**config.mk**
```make
export PLATFORM = sky130hd
export DESIGN_NAME = ppl_pixel_writer
export DESIGN_NICKNAME = d
export VERILOG_FILES = /design/src/rtl/ppl_pixel_writer.sv
export SDC_FILE = /design/constraint.sdc
export NUM_CORES = 1
export LEC_CHECK = 0
export ABC_AREA = 1
export CAP_MARGIN = 25
export CELL_PAD_IN_SITES_DETAIL_PLACEMENT = 0
export CELL_PAD_IN_SITES_GLOBAL_PLACEMENT = 1
export CORE_MARGIN = 2
export CORE_UTILIZATION = 49
export DETAILED_ROUTE_END_ITERATION = 6
export GPL_ROUTABILITY_DRIVEN = 0
export PLACE_DENSITY_LB_ADDON = 0.1
export SLEW_MARGIN = 25
export SYNTH_ARGS = -nofsm -noshare
export SYNTH_HDL_FRONTEND = slang
export SYNTH_SLANG_ARGS = --single-unit
```
**constraint.sdc**
```tcl
create_clock -name clk_ppl -period 4.5 [get_ports clk_ppl]
set_input_delay 0.675 -clock clk_ppl [delete_from_list [all_inputs] [get_ports clk_ppl]]
set_output_delay 0.675 -clock clk_ppl [all_outputs]
set_load 0.02 [all_outputs]
```
**src/rtl/ppl_pixel_writer.sv**
```systemverilog
// rtl/ppl_pixel_writer.sv - texel fetch, write buffering and frame-tagged double-buffer writes (option: PPL_WR_BOUNDS_EN)
module ppl_pixel_writer #(
   parameter int H_DISP     = 1280,
   parameter int V_DISP     = 720,
   parameter int TEX_W      = 16,
   parameter int TEX_LAT    = 2,
   parameter int FIFO_DEPTH = 16
) (
   input  logic             clk_ppl,
   input  logic             rst,
   input  logic             valid,
   input  logic             vs,
   input  logic [19:0]      pixel_addr,
   input  logic [12:0]      texture_addr,
   output logic             tex_rd_en,
   output logic [12:0]      tex_rd_addr,
   input  logic [TEX_W-1:0] tex_rd_data,
   output logic             fb_wr_en,
   output logic [20:0]      fb_wr_addr,
   output logic [TEX_W-1:0] fb_wr_data,
   input  logic             fb_wr_ready,
   output logic             disp_sel,
   output logic             frame_done,
   output logic             overflow,
`ifdef PPL_WR_BOUNDS_EN
   output logic             oob_err,
`endif
   output logic             frame_skip
);
   // entry = {tag, pixel_addr, colour}; the output register is the first slot, MD slots sit behind it
   localparam int EW = 21 + TEX_W;
   localparam int MD = FIFO_DEPTH - 1;
   localparam int PW = $clog2(FIFO_DEPTH);
   localparam int CW = $clog2(FIFO_DEPTH + TEX_LAT + 2);
`ifdef PPL_WR_BOUNDS_EN
   localparam int unsigned PIX_LIMIT = H_DISP * V_DISP;
`endif

   // reject parameter sets the buffering and addressing cannot support
   if (TEX_LAT < 1 || TEX_LAT > 4 || FIFO_DEPTH < 4 || (FIFO_DEPTH & (FIFO_DEPTH - 1)) != 0 ||
       H_DISP * V_DISP > 1048576) begin : g_bad_params
      $error("ppl_pixel_writer: illegal parameter set");
   end

   logic                vs_q, frame_tag, swap_pending;
   logic [TEX_LAT:0]    dl_vld, dl_tag;
   logic [19:0]         dl_addr [0:TEX_LAT];
   logic [EW-1:0]       mem [0:MD-1];
   logic [PW-1:0]       rd_ptr, wr_ptr, mem_cnt;
   logic [1:0][CW-1:0]  tag_cnt, cnt_nxt;
   logic                in_ok, take_edge, tag_now, full, fire, push, slot_free;
   logic                mem_pop, mem_push, old_tag, old_drained;
   logic [EW-1:0]       cap_entry;

   function automatic logic [PW-1:0] ptr_inc(input logic [PW-1:0] p);
      return (p == PW'(MD - 1)) ? '0 : p + PW'(1);
   endfunction

   // entry qualification, buffer handshake decisions and per-tag in-flight accounting
   always_comb begin
`ifdef PPL_WR_BOUNDS_EN
      in_ok = valid && (32'(pixel_addr) < PIX_LIMIT);
`else
      in_ok = valid;
`endif
      take_edge = vs && !vs_q && !swap_pending;
      tag_now   = frame_tag ^ take_edge;
      full      = fb_wr_en && (mem_cnt == PW'(MD));
      fire      = fb_wr_en && fb_wr_ready;
      push      = dl_vld[TEX_LAT] && !full;
      slot_free = !fb_wr_en || fire;
      mem_pop   = slot_free && (mem_cnt != '0);
      mem_push  = push && !(slot_free && (mem_cnt == '0));
      cap_entry = {dl_tag[TEX_LAT], dl_addr[TEX_LAT], tex_rd_data};
      cnt_nxt   = tag_cnt;
      for (int t = 0; t < 2; t++) begin
         cnt_nxt[t] = tag_cnt[t]
                    + CW'(in_ok && (tag_now == 1'(t)))
                    - CW'(dl_vld[TEX_LAT] && full && (dl_tag[TEX_LAT] == 1'(t)))
                    - CW'(fire && (fb_wr_addr[20] == 1'(t)));
      end
      old_tag     = !tag_now;
      old_drained = (cnt_nxt[old_tag] == '0);
   end

   // buffer storage behind the output register; pointers alone define its contents
   always_ff @(posedge clk_ppl) begin
      if (mem_push) mem[wr_ptr] <= cap_entry;
   end

   // read strobe, delay line, output register, pointers, frame tagging and sticky flags
   always_ff @(posedge clk_ppl) begin
      if (rst) begin
         vs_q         <= 1'b0;
         frame_tag    <= 1'b0;
         swap_pending <= 1'b0;
         tex_rd_en    <= 1'b0;
         tex_rd_addr  <= '0;
         dl_vld       <= '0;
         dl_tag       <= '0;
         for (int i = 0; i <= TEX_LAT; i++) dl_addr[i] <= '0;
         fb_wr_en     <= 1'b0;
         fb_wr_addr   <= '0;
         fb_wr_data   <= '0;
         rd_ptr       <= '0;
         wr_ptr       <= '0;
         mem_cnt      <= '0;
         tag_cnt      <= '0;
         disp_sel     <= 1'b0;
         frame_done   <= 1'b0;
         overflow     <= 1'b0;
         frame_skip   <= 1'b0;
`ifdef PPL_WR_BOUNDS_EN
         oob_err      <= 1'b0;
`endif
      end else begin
         vs_q      <= vs;
         tex_rd_en <= in_ok;
         if (in_ok) tex_rd_addr <= texture_addr;
`ifdef PPL_WR_BOUNDS_EN
         if (valid && !in_ok) oob_err <= 1'b1;
`endif
         dl_vld     <= {dl_vld[TEX_LAT-1:0], in_ok};
         dl_tag     <= {dl_tag[TEX_LAT-1:0], tag_now};
         dl_addr[0] <= pixel_addr;
         for (int i = 1; i <= TEX_LAT; i++) dl_addr[i] <= dl_addr[i-1];

         // a full buffer drops the arriving pixel even if the head leaves this cycle
         if (dl_vld[TEX_LAT] && full) overflow <= 1'b1;

         if (slot_free) begin
            fb_wr_en <= mem_pop || push;
            if (mem_pop) {fb_wr_addr, fb_wr_data} <= mem[rd_ptr];
            else if (push) {fb_wr_addr, fb_wr_data} <= cap_entry;
         end
         if (mem_pop)  rd_ptr <= ptr_inc(rd_ptr);
         if (mem_push) wr_ptr <= ptr_inc(wr_ptr);
         mem_cnt <= mem_cnt + PW'(mem_push) - PW'(mem_pop);
         tag_cnt <= cnt_nxt;

         // the tag flips on the accepted edge; the display flips once the old tag has drained
         frame_done <= 1'b0;
         if (vs && !vs_q && swap_pending) frame_skip <= 1'b1;
         if (take_edge) frame_tag <= !frame_tag;
         if ((swap_pending || take_edge) && old_drained) begin
            swap_pending <= 1'b0;
            disp_sel     <= old_tag;
            frame_done   <= 1'b1;
         end else if (take_edge) begin
            swap_pending <= 1'b1;
         end
      end
   end
endmodule

```
Word-level counts from Yosys, hierarchy flattened
Memory sizes are Yosys's and may differ from the RTL's. A register that Yosys moved wholly into a read port is not among the register bits.
Index checks and enable logic that the tools add are counted.

word-level totals
  bits in latches = 0
  memories = 2
  word-level logic and storage cells = 94
  input bits = 54
  output and inout bits = 56
  RAM bits = 615
  bits in registers = 87
  bits in read-only memories = 0

memories
  memory   words  bits a word  read ports  clocked after Yosys merged registers in  write ports  RTL line  text
  mem      15     37           1           1                                        1            48        logic [EW-1:0] mem [0:MD-1];
  dl_addr  3      20           3           0                                        3            47        logic [19:0] dl_addr [0:TEX_LAT];

operators by class
  multipliers = 0
  order comparisons = 1
  shift-type cells = 0
  bitwise operators = 7
  muxes and demuxes = 19
  reduce and logical (&&, ||, !) cells = 33
  eq/ne operators = 3
  divide/modulo/power cells = 0
  add/subtract/negate cells = 10

operators by type and width
  cell                   number
  $mux W20               3
  $mux W21               2
  $mux W16               2
  $sub A5 B1 Y5          4
  $logic_and A1 B1 Y1    17
  $mux W4                4
  $eq A4 B4 Y1 const B   3
  $add A5 B1 Y5          2
  $mux W5                2
  $add A4 B1 Y4 const B  2
  $logic_not A1 Y1       7
  $mux W1                6
  $logic_not A5 Y1       1
  $add A4 B1 Y4          1
  $logic_not A4 Y1       1
  $reduce_bool A4 Y1     1
  $sub A4 B1 Y4          1
  $logic_or A1 B1 Y1     3
  $not A1 Y1             3
  $or A1 B1 Y1           3
  $lt A1 B2 Y1 const B   1
  $reduce_and A2 Y1      1
  $reduce_bool A2 Y1     1
  $reduce_or A2 Y1       1
  $xor A1 B1 Y1          1

Longest topological paths before layout
Gate-level depths: netlist of the first run.

  word-level depth = 14
  depth in mapped cells = 18
  mapped depth without buffers = 18

Worst setup path before layout of the first run
Ideal clock, no wire load.

  path kind = input port to flip-flop
  from = in fb_wr_ready
  to = mem mem[7][0] in the netlist's numbering, enable pin
  path slack = 1.224 ns
  buffers on the path = 0
  cell stages on the path = 5
  library setup time = 0.433 ns
  data arrival time = 2.843 ns
  cells stage by stage = nor2_1 nor2_1 nor2_2 nand3_1 nor2_1

on the way
  word-level cells in the longest chain between the ends = 7

ends and longest elaborated chain
  what                           RTL line  text
  start: declaration             21        input logic fb_wr_ready,
  $logic_and A1 B1 Y1            69        fire = fb_wr_en && fb_wr_ready;
  $logic_or A1 B1 Y1             71        slot_free = !fb_wr_en || fire;
  $logic_and A1 B1 Y1            73        mem_push = push && !(slot_free && (mem_cnt == '0));
  $logic_not A1 Y1               73
  $logic_and A1 B1 Y1            73
  $mux W1                        88        if (mem_push) mem[wr_ptr] <= cap_entry;
  $mux W1 (not written as such)  88
  end: declaration               48

No other way between the ends.

Worst setup path in the final report of the first run
  from = reg dl_tag[2]
  to = reg disp_sel

on the way
  word-level cells in the longest chain between the ends = 8
  elaborated cells on any way between the ends = 11
  those cells by class = add/sub: 4; mux: 2; bitwise: 1; reduce/logical: 4

ends and longest elaborated chain
  what                                            RTL line  text
  start: declaration                              46        logic [TEX_LAT:0] dl_vld, dl_tag;
  start signal: assignment                        124       dl_tag <= {dl_tag[TEX_LAT-1:0], tag_now};
  $not A1 Y1                                      79        - CW'(dl_vld[TEX_LAT] && full && (dl_tag[TEX_LAT] == 1'(t)))
  $logic_and A1 B1 Y1                             79
  $sub A5 B1 Y5                                   79
  $sub A5 B1 Y5                                   80        - CW'(fire && (fb_wr_addr[20] == 1'(t)));
  $mux W5 (not written as such) (*) (2 in a row)  83        old_drained = (cnt_nxt[old_tag] == '0);
  $logic_not A5 Y1 (*)                            83
  $logic_and A1 B1 Y1 (*)                         145       if ((swap_pending || take_edge) && old_drained) begin
  end signal: assignment                          147       disp_sel <= old_tag;
  end: declaration                                22        output logic disp_sel,

Every way passes the cells marked *; elsewhere a longest branch is shown, timed or not. The select of a mux whose other input is x is not followed.
A chain may end at the register's enable or synchronous reset.

==> results of run 1 <==
## layout by cell type, fill, tap and decap left out, types with 16 or more instances in the layout
cell / netlist / routed
nand3_1: 336 / 336
o21ai_1: 38 / 38
o211ai_1: 20 / 20
clkdlybuf4s50_1: 0 / 108
buf_4: 18 / 38
o21ai_0: 97 / 97
edfxtp_1: 555 / 555
nor2_1: 278 / 263
ha_1: 16 / 16
a21oi_1: 73 / 73
nand2_1: 645 / 645
dfxtp_1: 150 / 146
inv_1: 291 / 289
clkbuf_1: 40 / 19
clkbuf_16: 0 / 79
## worst max-delay path, cell delays in order (launching register included)
cell and delay, ps:
dfxtp_1 730, inv_1 90, nor2_1 220, fa_1 460, inv_1 70, ha_1 150, ha_1 170, inv_1 70
fa_1 550, nand3_1 100, nor2_1 110, nand3_1 80, nand2_1 80, nand3_1 130, nand3_1 100, nand2_1 60
## cells in the mapped netlist (3+ instances only)
cell	number	area [µm²]
nand2_1	645	2420
edfxtp_1	555	16700
nand3_1	336	1680
inv_1	291	1090
nor2_1	278	1040
dfxtp_1	150	3000
o21ai_0	97	485
a21oi_1	73	365
buf_2	71	355
clkbuf_1	40	150
o21ai_1	38	190
o211ai_1	20	150
buf_4	18	135
ha_1	16	200
buf_1	14	52.6
fa_1	5	100
xnor2_1	5	43.8
inv_2	4	15.0
a211oi_1	3	22.5
## metal layers
layer | up-vias | wire [µm]
met5 | - | 0
met4 | 0 | 1570
met3 | 101 | 3990
met2 | 524 | 33200
met1 | 9116 | 30700
li1 | 9037 | -
## through the flow
stage / setup WS, ps / instances / total power, µW / hold WS, ps / area (µm²)
after floorplan: 1220 / 2675 / 11100 / 388 / 28300
after global placement: 729 / 3448 / 12700 / 391 / 30200
after detailed placement: 736 / 3448 / 12800 / 395 / 30200
after CTS: 1200 / 3584 / 18900 / 403 / 32600
after global routing: 883 / 3584 / 19800 / 410 / 32600
final: 1210 / 3585 / 18800 / 400 / 32600
## area by class of cell
cell class / count / area [µm²]
Clock inverter: 28 / 282
Inverter: 297 / 1120
Timing Repair Buffer: 153 / 1510
Tap cell: 765 / 957
Antenna cell: 1 / 2.50
Fill cell: 4933 / 24700
Sequential cell: 705 / 19700
Clock buffer: 108 / 2190
Multi-Input combinational cell: 1528 / 6910
## power by group
| group | leakage, µW | total, µW | switching [µW] | internal, µW |
|---|---|---|---|---|
| combinational | 0.00528 | 5000 | 3360 | 1640 |
| sequential | 0.00631 | 7610 | 296 | 7310 |
| clock | 0.00121 | 6170 | 2460 | 3710 |
| total | 0.0128 | 18800 | 6120 | 12700 |
## logic make-up after synthesis
| family | Yosys count |
|---|---|
| buffers and inverters | 442 |
| and+or+nand+nor | 1267 |
| xor gates and xnor gates | 6 |
| DFF | 705 |
| adders and majority gates | 21 |
| AOI/OAI and AO/OA | 234 |
## flip-flops by register name, summed over array words and instances (netlist names), named ones only
register	count
mem	555
dl_addr	60
fb_wr_addr	21
fb_wr_data	16
tex_rd_addr	13
tag_cnt	10
mem_cnt	4
rd_ptr	4
wr_ptr	4
dl_tag	3
dl_vld	3
disp_sel	1
fb_wr_en	1
frame_done	1
frame_skip	1
frame_tag	1
overflow	1
swap_pending	1
vs_q	1
## worst max-delay path by stage
stage / from / endpoint / slack [ps]
floorplan: fb_wr_ready / mem[7][0]$_DFFE_PP_ / 1220
global placement: fb_wr_ready / disp_sel$_SDFFE_PP0P_ / 730
detailed placement: fb_wr_ready / disp_sel$_SDFFE_PP0P_ / 740
CTS: dl_tag[2]$_SDFF_PP0_ / disp_sel$_SDFFE_PP0P_ / 1200
global route: dl_tag[2]$_SDFF_PP0_ / disp_sel$_SDFFE_PP0P_ / 880
finish: dl_tag[2]$_SDFF_PP0_ / disp_sel$_SDFFE_PP0P_ / 1210
==> flow_summary_export.csv, run 1 <==
group,metric,value,unit
logic_synthesis,async_flop_share,0,
power_and_ir_drop,leakage,0.0128,µW
global_route,grt_pass1_vias,18300,
cts,cts.sink_count,705,
setup_path,rr_endpoint,"disp_sel$_SDFFE_PP0P_",
global_route,overflow,0,
logic_synthesis,synth_compound_area_frac,0.0437,
logic_synthesis,synth_top_family_by_area,"simple AND/OR/NAND/NOR gates",
global_route,grt_antenna_before_repair,1,
timing,rsz0062_at_grt,"no",
cts,cts-resized-gates,0,
cts,cts_hold_buf,0,
logic_synthesis,yosys_warnings,0,
timing,max_freq,304,MHz
drt,ant_nets,0,
cts,clk_pin_slew_worst_paths,60,ps
global_route,grt_pass1_wl,108,mm
setup_path,cp.arrival,3770,ps
placed_design,hpwl,38.2,mm
cts,clock_latency,600,ps
drt,vias_per_cell,5.24,
floorplanning,die_area,59700,µm²
global_route,grt_use_met2,0.390,
logic_synthesis,synthCells,2675,
timing,final.setup.tns,0,ps
global_route,track_usage,0.236,
setup_path,endpoint_kind,"flop",
logic_synthesis,synth-xor-area-share,0.00186,
placed_design,numPortBuffers,109,
logic_synthesis,synthAdderAreaFrac,0.0106,
timing,period_share,0.730,
logic_synthesis,synthMuxAreaShare,0,
floorplanning,core_area,57400,µm²
floorplanning,fp.dieW,244,µm
setup_path,critPathLaunchType,"flop",
global_route,top_usage_layer,"met2",
power_and_ir_drop,peakVddDrop,0.493,mV
setup_path,r2r_setup_slack,1210,ps
logic_synthesis,avgSynthCellArea,10.6,µm²
outcome,outcome,"completed",
cts,cts_tree,"yes",
cts,cts_max_level,3,
logic_synthesis,synth_top_flop_cell,"edfxtp_1",
setup_path,worst-setup-path-type,"reg2reg",
floorplanning,initial_core_util,0.493,
layout,drive_gt1_frac,0.0639,
layout,area_growth,15.4,%
job,maxCapViolCount,0,
logic_synthesis,synth-simple-area-share,0.184,
layout,post-route-util,0.569,
drt,wirelength,69.4,mm
floorplanning,die_h,244,µm
setup_path,regToRegStartpoint,"dl_tag[2]$_SDFF_PP0_",
cts,cts_buffers,74,
layout,nets,2834,
logic_synthesis,syn-num-nets,2750,
global_route,grtUsageMet3,0.0362,
global_route,grt_max_degree,137,
logic_synthesis,ys_types,31,
drt,dr.pass1.iters,5,
floorplanning,boundaryPins,110,
worst_hold_path,hold_start,"dl_addr[0][11]$_SDFF_PP0_",
drt,drc,0,
logic_synthesis,syn_area,28300,µm²
setup_path,ff2ff_path_depth,15,
timing,fin_crit,3290,ps
timing,skew,16.5,ps
timing,finalSetupViolCount,0,
timing,slew_viol_final,0,
logic_synthesis,synth_seq_area_share,0.695,
logic_synthesis,ys_ff_latch,705,
cts,root_buffer,"clkbuf_16",
drt,dr.first_iter.drc_count,1643,
timing,tightest_slew,1030,ps
cts,clock_path_buffers,3,
setup_path,path_max_fanout,18,
cts,postCtsSetupRepairBufs,0,
timing,hold_viol,0,
logic_synthesis,synth_edf_count,555,
floorplanning,num_rows,88,
setup_path,crit_required,4990,ps
drt,post_drt_wl_per_cell,19.4,µm
power_and_ir_drop,powerDensity,575,nW/µm²
timing,relSlewSlack,0.310,
global_route,use_met1,0.324,
worst_hold_path,hold_end,"dl_addr[0][31]$_SDFF_PP0_",
worst_hold_path,hold_class,"reg2reg",
drt,vias,18800,
worst_hold_path,hold_path_depth,2,
No activity file was read; power rests on OpenSTA's default activity.
==> inputs of run 2 (changes only) <==
CORE_UTILIZATION = 44   (was 49)
clock period = 2.6 ns   (was 4.5 ns; I/O delays follow)
==> run 2 against run 1 <==
The flow now finishes with violations (negative setup slack). Combinational power up 89%. Sequential share of layout area down 2.1 points. Global-route usage is 1.3 points lower. Wire length up 6.1%. Core utilization decreased by 3.5 points. Worst hold slack worse by 100 ps. Via count up 0.89%. Flip-flop and latch count stayed put. Sequential power is 71% higher. Fmax grew 16%. Clock power grew 80%. Highest routed layer unchanged.
==> flow_summary_export.csv, run 2 (synthesis gave the netlist of run 1 again) <==
group,metric,value,unit
layout,post-route-util,0.534,
layout,drive_gt1_frac,0.0914,
layout,largest_reg_flops,555,
placed_design,numPortBuffers,109,
layout,area_growth,19.5,%
drt,post_drt_wl_per_cell,19.8,µm
timing,setup_ws,-228,ps
cts,cts_buffers,75,
global_route,grt_pass1_wl,113,mm
drt,dr.first_iter.drc_count,1482,
placed_design,hpwl,40.4,mm
drt,dr.pass1.iters,7,
timing,final.setup.tns,-600,ps
floorplanning,boundaryPins,110,
setup_path,cp.arrival,3320,ps
drt,wirelength,73.7,mm
cts,clock_path_buffers,3,
cts,clock_latency,600,ps
cts,cts.sink_count,705,
drt,vias,18900,
power_and_ir_drop,p_total,33500,µW
layout,layout.cell_area.non_filler,33800,µm²
timing,skew,14.3,ps
power_and_ir_drop,power.share.sequential,0.389,
layout,final_common_cell,"nand2_1",
floorplanning,die_h,258,µm
cts,cts_hold_buf,0,
floorplanning,initial_core_util,0.447,
placed_design,placed_cell_area,31200,µm²
global_route,grt_pass1_vias,18800,
setup_path,path_max_fanout,3,
layout,nets,2891,
timing,slew_viol_final,0,
cts,cts_tree,"yes",
drt,drc,0,
power_and_ir_drop,switching_power,10700,µW
drt,ant_nets,0,
timing,fin_crit,2830,ps
floorplanning,core_area,63300,µm²
power_and_ir_drop,p_int,22800,µW
power_and_ir_drop,leakage,0.0133,µW
outcome,violations,"negative setup slack",
drt,vias_per_cell,5.09,
timing,relSlewSlack,0.476,
timing,tightest_slew,786,ps
timing,rsz0062_at_grt,"yes",
global_route,track_usage,0.223,
setup_path,crit_required,3090,ps
setup_path,critPathLaunchType,"flop",
global_route,grt_max_degree,109,
outcome,outcome,"finished with violations",
power_and_ir_drop,powerDensity,991,nW/µm²
floorplanning,num_rows,92,
timing,hold_viol,0,
job,maxCapViolCount,0,
power_and_ir_drop,peakVddDrop,0.727,mV
power_and_ir_drop,clockPowerShare,0.330,
timing,max_freq,354,MHz
setup_path,worst-setup-path-type,"reg2reg",
setup_path,endpoint_kind,"flop",
power_and_ir_drop,combPwrFrac,0.281,
cts,root_buffer,"clkbuf_16",
layout,diodes,0,
floorplanning,die_area,66400,µm²
timing,finalSetupViolCount,3,
layout,mostFrequentLayoutCells,"nand2_1 (644), edfxtp_1 (555), nand3_1 (335)",
floorplanning,fp.dieW,258,µm
timing,period_share,1.09,
global_route,grt_antenna_before_repair,1,
global_route,overflow,0,
layout,top_register,"mem",
cts,clk_pin_slew_worst_paths,60,ps
layout,top_regs,"mem x555, dl_addr x60, fb_wr_addr x21",
power_and_ir_drop,swShare,0.319,
cts,cts_max_level,3,
worst_hold_path,hold_class,"in2reg",
run 2: cell type report:
type / instances / area (µm²)
tap: 846 / 1060
inverter: 297 / 1120
multi-input combinational: 1528 / 7000
clock buffer: 116 / 2310
clock inverter: 23 / 288
sequential: 705 / 19700
timing repair buffer: 209 / 2350
fill: 5548 / 29500
run 2: power by group through the flow:
| stage | Combinational (µW) | Sequential [µW] | Clock, µW |
|---|---|---|---|
| final | 9430 | 13000 | 11100 |
| after CTS | 9470 | 13000 | 11300 |
| after global placement | 9330 | 13300 | 0 |
| after global routing | 10500 | 13100 | 11700 |
| after floorplan | 5770 | 13500 | 0 |
| after detailed placement | 9390 | 13300 | 0 |
run 2: worst paths after layout:
path,from,to,slack [ps],cells after the start
setup / recovery,mem_cnt[2]$_SDFF_PP0_,disp_sel$_SDFFE_PP0P_,-230,18
hold / removal,pixel_addr[19],dl_addr[0][19]$_SDFF_PP0_,300,3
setup reg to reg,mem_cnt[2]$_SDFF_PP0_,disp_sel$_SDFFE_PP0P_,-230,18
hold reg to reg,dl_addr[0][19]$_SDFF_PP0_,dl_addr[0][39]$_SDFF_PP0_,400,2
run 2: critical path, cell delays in order, from the launching register on:
cell     delay, ps
dfxtp_2        330
ha_2           160
nand4_1        110
inv_1           90
nand2_2         90
nor2_4          90
fa_2           440
inv_2           80
ha_4           130
ha_4           120
inv_2           30
fa_1           510
nand3_1         70
nor2_1          80
nand3_1         80
nand2_1         90
nand3_2         90
nand3_1         70
nand2_1         50
run 2: repair_timing:
item,CTS,global route
resized for setup,3,2
hold endpoints to repair,0,0
setup endpoints to repair,3,5
setup buffers,1,1
pin swaps,7,2
run 2: routing by layer:
layer | track usage | part of all wire
met5 | 0 | 0
met4 | 0.0539 | 0.015
met3 | 0.0300 | 0.053
met2 | 0.370 | 0.48
met1 | 0.312 | 0.45
run 2: through the flow:
step                cells  setup WS (ps)  hold slack [ps]
finish               3724           -228              301
global route         3724           -475              290
CTS                  3723           -264              265
detailed placement   3583           -562              393
global placement     3583           -592              390
floorplan            2675           -501              388
